**src/rtl/serial_tx_fifo.sv**
```systemverilog
// Buffered UART transmitter: FIFO of DATA_BITS words feeding a start/data/parity/stop serialiser.
// Latency: word written at edge E into an empty, idle block drives the start bit from edge E+1.
// Backpressure: o_ready = !full (evaluated before any same-cycle pop); writes while full are dropped.

// Small synchronous FIFO: extra pointer MSB distinguishes full from empty.
// Latency: pushed word is visible on pop_dat_o from the next edge; pop is same-edge.
// Backpressure: push ignored when full; pop ignored when empty.
module serial_tx_fifo_buf #(
    parameter int W  = 8,
    parameter int AW = 2
) (
    input  logic          clk_i,
    input  logic          rst_ni,
    input  logic          push_vld_i,
    input  logic [W-1:0]  push_dat_i,
    input  logic          pop_i,
    output logic [W-1:0]  pop_dat_o,
    output logic [AW:0]   count_o,
    output logic          full_o,
    output logic          empty_o
);

    localparam int          DEPTH   = 1 << AW;
    localparam logic [AW:0] DEPTH_C = (AW+1)'(DEPTH);

    logic [W-1:0] mem_q [DEPTH];
    logic [AW:0]  wr_ptr_q, wr_ptr_d;
    logic [AW:0]  rd_ptr_q, rd_ptr_d;
    logic [AW:0]  count;
    logic         push;
    logic         pop;

    // Occupancy is the pointer difference; wrap is implicit in the AW+1 bit arithmetic.
    assign count     = wr_ptr_q - rd_ptr_q;
    assign full_o    = (count == DEPTH_C);
    assign empty_o   = (count == '0);
    assign count_o   = count;
    assign push      = push_vld_i && !full_o;
    assign pop       = pop_i && !empty_o;
    assign pop_dat_o = mem_q[rd_ptr_q[AW-1:0]];

    // Next-state pointers; a push and a pop in the same cycle both advance.
    always_comb begin
        wr_ptr_d = wr_ptr_q;
        rd_ptr_d = rd_ptr_q;
        if (push) begin
            wr_ptr_d = wr_ptr_q + 1'b1;
        end
        if (pop) begin
            rd_ptr_d = rd_ptr_q + 1'b1;
        end
    end

    // Pointer registers; reset empties the FIFO and discards anything queued.
    always_ff @(posedge clk_i or negedge rst_ni) begin
        if (!rst_ni) begin
            wr_ptr_q <= '0;
            rd_ptr_q <= '0;
        end else begin
            wr_ptr_q <= wr_ptr_d;
            rd_ptr_q <= rd_ptr_d;
        end
    end

    // Storage array; contents are don't-care until written, so no reset.
    always_ff @(posedge clk_i) begin
        if (push) begin
            mem_q[wr_ptr_q[AW-1:0]] <= push_dat_i;
        end
    end

endmodule

// Top: FIFO plus frame serialiser with registered line output.
// Latency: 1 clock from FIFO write (into idle, empty block) to start bit; frames stream back to back.
// Backpressure: o_ready low while FIFO holds 2**FIFO_AW words; the word on the wire is not counted.
module serial_tx_fifo #(
    parameter int CLK_FREQ  = 48_000_000,
    parameter int BAUD_RATE = 115_200,
    parameter int DATA_BITS = 8,
    parameter int PARITY    = 0,
    parameter int STOP_BITS = 1,
    parameter int FIFO_AW   = 2
) (
    input  logic                 i_clk,
    input  logic                 i_rst_n,
    input  logic                 i_valid,
    input  logic [DATA_BITS-1:0] i_data,
    output logic                 o_ready,
    output logic                 o_busy,
    output logic [FIFO_AW:0]     o_count,
    output logic                 o_tx
);

    localparam int DIV = CLK_FREQ / BAUD_RATE;
    // Baud counter must hold DIV-1; DIV of 2 still needs one bit.
    localparam int BCW = (DIV > 2) ? $clog2(DIV) : 1;

    localparam logic [BCW-1:0] DIV_M1    = BCW'(DIV - 1);
    localparam logic [2:0]     DATA_LAST = 3'(DATA_BITS - 1);
    localparam logic [2:0]     STOP_LAST = 3'(STOP_BITS - 1);

    // Refuse to build configurations the serialiser cannot represent.
    if (DIV < 2) begin : g_bad_div
        $error("serial_tx_fifo: CLK_FREQ/BAUD_RATE must be at least 2");
    end
    if (DATA_BITS < 5 || DATA_BITS > 8) begin : g_bad_data_bits
        $error("serial_tx_fifo: DATA_BITS must be 5..8");
    end
    if (PARITY < 0 || PARITY > 2) begin : g_bad_parity
        $error("serial_tx_fifo: PARITY must be 0 (none), 1 (odd) or 2 (even)");
    end
    if (STOP_BITS != 1 && STOP_BITS != 2) begin : g_bad_stop_bits
        $error("serial_tx_fifo: STOP_BITS must be 1 or 2");
    end
    if (FIFO_AW < 1 || FIFO_AW > 6) begin : g_bad_fifo_aw
        $error("serial_tx_fifo: FIFO_AW must be 1..6");
    end

    typedef enum logic [2:0] {
        S_IDLE,
        S_START,
        S_DATA,
        S_PARITY,
        S_STOP
    } state_t;

    state_t                 state_q;
    logic [BCW-1:0]         baud_q;
    logic [2:0]             bit_q;
    logic [DATA_BITS-1:0]   shift_q;
    logic                   par_q;
    logic                   tx_q;

    logic                   fifo_full;
    logic                   fifo_empty;
    logic [FIFO_AW:0]       fifo_count;
    logic [DATA_BITS-1:0]   fifo_dat;
    logic                   pop;
    logic                   baud_zero;
    logic                   stop_done;

    serial_tx_fifo_buf #(
        .W  (DATA_BITS),
        .AW (FIFO_AW)
    ) u_fifo (
        .clk_i      (i_clk),
        .rst_ni     (i_rst_n),
        .push_vld_i (i_valid),
        .push_dat_i (i_data),
        .pop_i      (pop),
        .pop_dat_o  (fifo_dat),
        .count_o    (fifo_count),
        .full_o     (fifo_full),
        .empty_o    (fifo_empty)
    );

    assign baud_zero = (baud_q == '0);
    assign stop_done = (state_q == S_STOP) && baud_zero && (bit_q == STOP_LAST);

    // A word leaves the FIFO when the line is idle, or on the last clock of the
    // final stop bit so the next start bit follows with no idle gap.
    always_comb begin
        pop = 1'b0;
        if (!fifo_empty) begin
            if (state_q == S_IDLE || stop_done) begin
                pop = 1'b1;
            end
        end
    end

    // Frame sequencer: each bit lasts DIV clocks, counted DIV-1 down to 0.
    always_ff @(posedge i_clk or negedge i_rst_n) begin
        if (!i_rst_n) begin
            state_q <= S_IDLE;
            baud_q  <= '0;
            bit_q   <= '0;
            shift_q <= '0;
            par_q   <= 1'b0;
            tx_q    <= 1'b1;
        end else begin
            case (state_q)
                S_IDLE: begin
                    tx_q <= 1'b1;
                    if (pop) begin
                        shift_q <= fifo_dat;
                        par_q   <= (PARITY == 1) ? ~^fifo_dat : ^fifo_dat;
                        baud_q  <= DIV_M1;
                        bit_q   <= '0;
                        tx_q    <= 1'b0;
                        state_q <= S_START;
                    end
                end
                S_START: begin
                    if (baud_zero) begin
                        baud_q  <= DIV_M1;
                        bit_q   <= '0;
                        tx_q    <= shift_q[0];
                        shift_q <= shift_q >> 1;
                        state_q <= S_DATA;
                    end else begin
                        baud_q <= baud_q - 1'b1;
                    end
                end
                S_DATA: begin
                    if (baud_zero) begin
                        baud_q <= DIV_M1;
                        if (bit_q == DATA_LAST) begin
                            bit_q <= '0;
                            if (PARITY != 0) begin
                                tx_q    <= par_q;
                                state_q <= S_PARITY;
                            end else begin
                                tx_q    <= 1'b1;
                                state_q <= S_STOP;
                            end
                        end else begin
                            bit_q   <= bit_q + 3'd1;
                            tx_q    <= shift_q[0];
                            shift_q <= shift_q >> 1;
                        end
                    end else begin
                        baud_q <= baud_q - 1'b1;
                    end
                end
                S_PARITY: begin
                    if (baud_zero) begin
                        baud_q  <= DIV_M1;
                        bit_q   <= '0;
                        tx_q    <= 1'b1;
                        state_q <= S_STOP;
                    end else begin
                        baud_q <= baud_q - 1'b1;
                    end
                end
                S_STOP: begin
                    if (baud_zero) begin
                        if (bit_q == STOP_LAST) begin
                            bit_q <= '0;
                            if (pop) begin
                                shift_q <= fifo_dat;
                                par_q   <= (PARITY == 1) ? ~^fifo_dat : ^fifo_dat;
                                baud_q  <= DIV_M1;
                                tx_q    <= 1'b0;
                                state_q <= S_START;
                            end else begin
                                baud_q  <= '0;
                                tx_q    <= 1'b1;
                                state_q <= S_IDLE;
                            end
                        end else begin
                            bit_q  <= bit_q + 3'd1;
                            baud_q <= DIV_M1;
                            tx_q   <= 1'b1;
                        end
                    end else begin
                        baud_q <= baud_q - 1'b1;
                    end
                end
                default: begin
                    state_q <= S_IDLE;
                    baud_q  <= '0;
                    bit_q   <= '0;
                    tx_q    <= 1'b1;
                end
            endcase
        end
    end

    assign o_tx    = tx_q;
    assign o_ready = !fifo_full;
    assign o_count = fifo_count;
    assign o_busy  = (state_q != S_IDLE) || (fifo_count != '0);

endmodule

```
**config.mk**
```make
export PLATFORM = sky130hd
export DESIGN_NAME = serial_tx_fifo
export DESIGN_NICKNAME = d
export VERILOG_FILES = /design/src/rtl/serial_tx_fifo.sv
export SDC_FILE = /design/constraint.sdc
export NUM_CORES = 1
export LEC_CHECK = 0
export BUFFER_PORTS_ARGS = -buffer_cell sky130_fd_sc_hd__buf_4
export CORE_UTILIZATION = 25
export CTS_CLUSTER_SIZE = 14
export DETAILED_ROUTE_END_ITERATION = 8
export PLACE_DENSITY = 0.49
export RECOVER_POWER = 50
export SLEW_MARGIN = 20
export SYNTH_ARGS = -nofsm -noshare
export SYNTH_HDL_FRONTEND = slang
export SYNTH_HIERARCHICAL = 1
export SYNTH_SLANG_ARGS = --single-unit
```
**constraint.sdc**
```tcl
create_clock -name i_clk -period 4.8 [get_ports i_clk]
set_clock_uncertainty 0.1 [all_clocks]
set_input_delay 0.72 -clock i_clk [delete_from_list [all_inputs] [get_ports i_clk]]
set_output_delay 0.72 -clock i_clk [all_outputs]
set_load 0.005 [all_outputs]
```
==> results.json <==
{
  "status": "complete, but fails checks",
  "violations": "capacitance limit, slew limit",
  "cp_num_buf_inv": 1,
  "syn2layout_area_growth_pct": 16.3,
  "n_antenna_cell": 0,
  "grt_pass1_vias": 1966,
  "ir_drop_uv": 257,
  "top_level_ports": 17,
  "synth_flop_cell": "edfxtp_1",
  "detailed_place.area_um2": 3570,
  "fillerInstances": 1346,
  "coreArea_um2": 12700,
  "totalWireLength_um": 6180,
  "ys_seq_area_share_pct": 52.2,
  "antenna_left": 0,
  "cap_violations": 1,
  "crit_type": "reg -> out",
  "synth-seq-cells": 62,
  "cp_max_fo": 11,
  "critPathTopFamily": "adder cells",
  "rsz0062_at_grt": "no",
  "cts_made_buffers": 9,
  "slew_viol_final": 31,
  "die_x_um": 117,
  "powerDensity_nw_per_um2": 638,
  "start_util_pct": 25.8,
  "gr-total-overflow": 0,
  "synth.area.top_cells": "edfxtp_1 29%, dfrtp_1 22%, mux4_2 5.5%, mux2_4 4.6%, ha_1 4.2%",
  "arrival_ps": 2910,
  "tightest_slew_ps": 1680,
  "yosys.area.top_type": "edfxtp_1",
  "path_depth": 5,
  "fmax_mhz": 268,
  "dp_hpwl_um": 4200,
  "hold_ws_ps": 411,
  "postSynthAreaPerCell_um2": 12.9,
  "endpoint_kind": "primary output",
  "vias": 2030,
  "min_path_type": "reg -> reg",
  "min_period_ps": 3730,
  "root_buffer": "clkbuf_16",
  "leakagePower_nw": 1.44,
  "routabilityCongestion": 0.738,
  "layout-drive-gt1-share_pct": 22.5,
  "worstPathRequired_ps": 3980,
  "placement.io_buffers": 16,
  "grt_max_degree": 31,
  "wl_per_cell_um": 13.8,
  "synth.most_common_cell": "edfxtp_1",
  "synthCells": 254,
  "dieArea_um2": 13600,
  "clock_latency_ps": 330,
  "htree_levels": 3,
  "cp_slowest_cell": "dfrtp_1",
  "r2r_cells": 9,
  "instances_no_fill": 447,
  "setup_viol": 0,
  "rows": 41,
  "cts_max_path_buffers": 2,
  "gr-usage-all-layers_pct": 10.0,
  "firstDrtPassIters": 4,
  "synthDistinctLibCells": 61,
  "synth_edf_count": 32,
  "startpoint_type": "register",
  "synth_top_area_share_pct": 29.3,
  "critPathMaxStageDelay_ps": 600,
  "final_nets": 293,
  "async_flop_share_pct": 48.4,
  "drt-initial-drc-count": 79,
  "drcViolationCount": 0,
  "synth_fp_nets": 277,
  "antenna_found_initial": 0,
  "slew_headroom_pct": -12.2,
  "min_path_cells": 1,
  "fin_crit_sh_pct": 77.8,
  "path_cells": "ha_1, fa_1, xor3_2, or4_1, buf_4",
  "die_y_um": 117,
  "syn-cell-area_um2": 3280,
  "ctsResizeCount": 0,
  "tns_ps": 0,
  "totalPowerFinal_mw": 2.44,
  "viasPerCell": 4.54,
  "clkTransAtPathRegs_ps": 60,
  "synth_top_cells_by_count": "32 x edfxtp_1, 29 x dfrtp_1, 15 x nand2_1",
  "final_cell_area_um2": 3820,
  "grt_pass1_wl_um": 10200,
  "cts_tree": "built",
  "cts-hold-fix-buffers": 0,
  "clock-sinks": 62,
  "final-hold-violation-count": 0,
  "dp.cells": 431,
  "postCtsSetupRepairBufs": 0,
  "ys_warn_count": 6
}
kinds of logic after synthesis:
logic type | after synthesis | share of synthesized area (%)
adder cells (fa/ha/maj) | 12 | 4.80
XOR/XNOR | 10 | 3.16
flip-flops | 62 | 52.2
buffers and inverters | 24 | 2.97
multiplexers | 29 | 13.8
AND/OR/NAND/NOR | 62 | 11.4
AO/OA/AOI/OAI | 55 | 11.7
sequential cells by signal (all words and copies together), names as in the netlist:
name             flops
u_fifo/mem_q        32
shift_q              8
state_q              3
bit_q                3
o_tx                 1
u_fifo/rd_ptr_q      3
baud_q               9
u_fifo/wr_ptr_q      3
cell usage in the layout (no fill, tap or decap), drive strengths merged, types with 2 or more instances in the layout:
cell    count
edfxtp     32
dfrtp      29
mux2       20
clkbuf     18
nand2      15
inv        14
o21ai      13
nor2       12
ha         11
a21oi      10
buf         8
mux4        8
xnor2       7
nor3        6
nor2b       5
and2        5
a31oi       4
clkinv      4
or4         3
nand2b      3
o211ai      3
o22ai       3
or2         2
xor2        2
nand3b      2
a311oi      2
a21o        2
o41ai       2
nor3b       2
nor4        2
a21boi      2
final timing paths:
path	slack, ps	end	start
worst max-delay path	1070	o_busy	u_fifo/rd_ptr_q[0]
worst min-delay path	410	shift_q[4]	shift_q[4]
worst max register to register	1080	shift_q[3]	u_fifo/rd_ptr_q[0]
worst min register to register	410	shift_q[4]	shift_q[4]
max in group asynchronous	2890	state_q[2]	i_rst_n
min in group asynchronous	720	baud_q[4]	i_rst_n
cell type report:
cell class / instances / area, um2 / share of cell area [%]
clock buffers: 9 / 225 / 5.90
clock inverters: 7 / 56.3 / 1.47
flip-flops and latches: 62 / 1710 / 44.8
repair buffers: 17 / 93.8 / 2.46
multi-input cells: 168 / 1470 / 38.5
inverters: 12 / 45.0 / 1.18
well taps: 172 / 215 / 5.63
stage by stage:
step	setup WS [ps]	utilization, %
after floorplan	1540	-
after global placement	1120	28.1
after detailed placement	1050	28.1
after CTS	997	30.3
after global routing	790	30.0
final	1070	30.0
power breakdown:
| group | internal, mW | leakage [nW] | switching, mW | total [mW] |
|---|---|---|---|---|
| clock network | 0.354 | 0.136 | 0.255 | 0.610 |
| logic | 0.488 | 0.643 | 0.432 | 0.920 |
| registers | 0.736 | 0.657 | 0.171 | 0.907 |
| total | 1.58 | 1.44 | 0.858 | 2.44 |
metal layers:
metal | track usage [%] | share of wire (%) | vias up
met5 | 0 | 0 | -
met4 | 4.56 | 1.2 | 0
met3 | 2.23 | 3.6 | 6
met2 | 15.6 | 46 | 30
met1 | 13.4 | 49 | 1002
li1 | - | - | 992
Note: power is estimated with default switching activity, not from simulation.
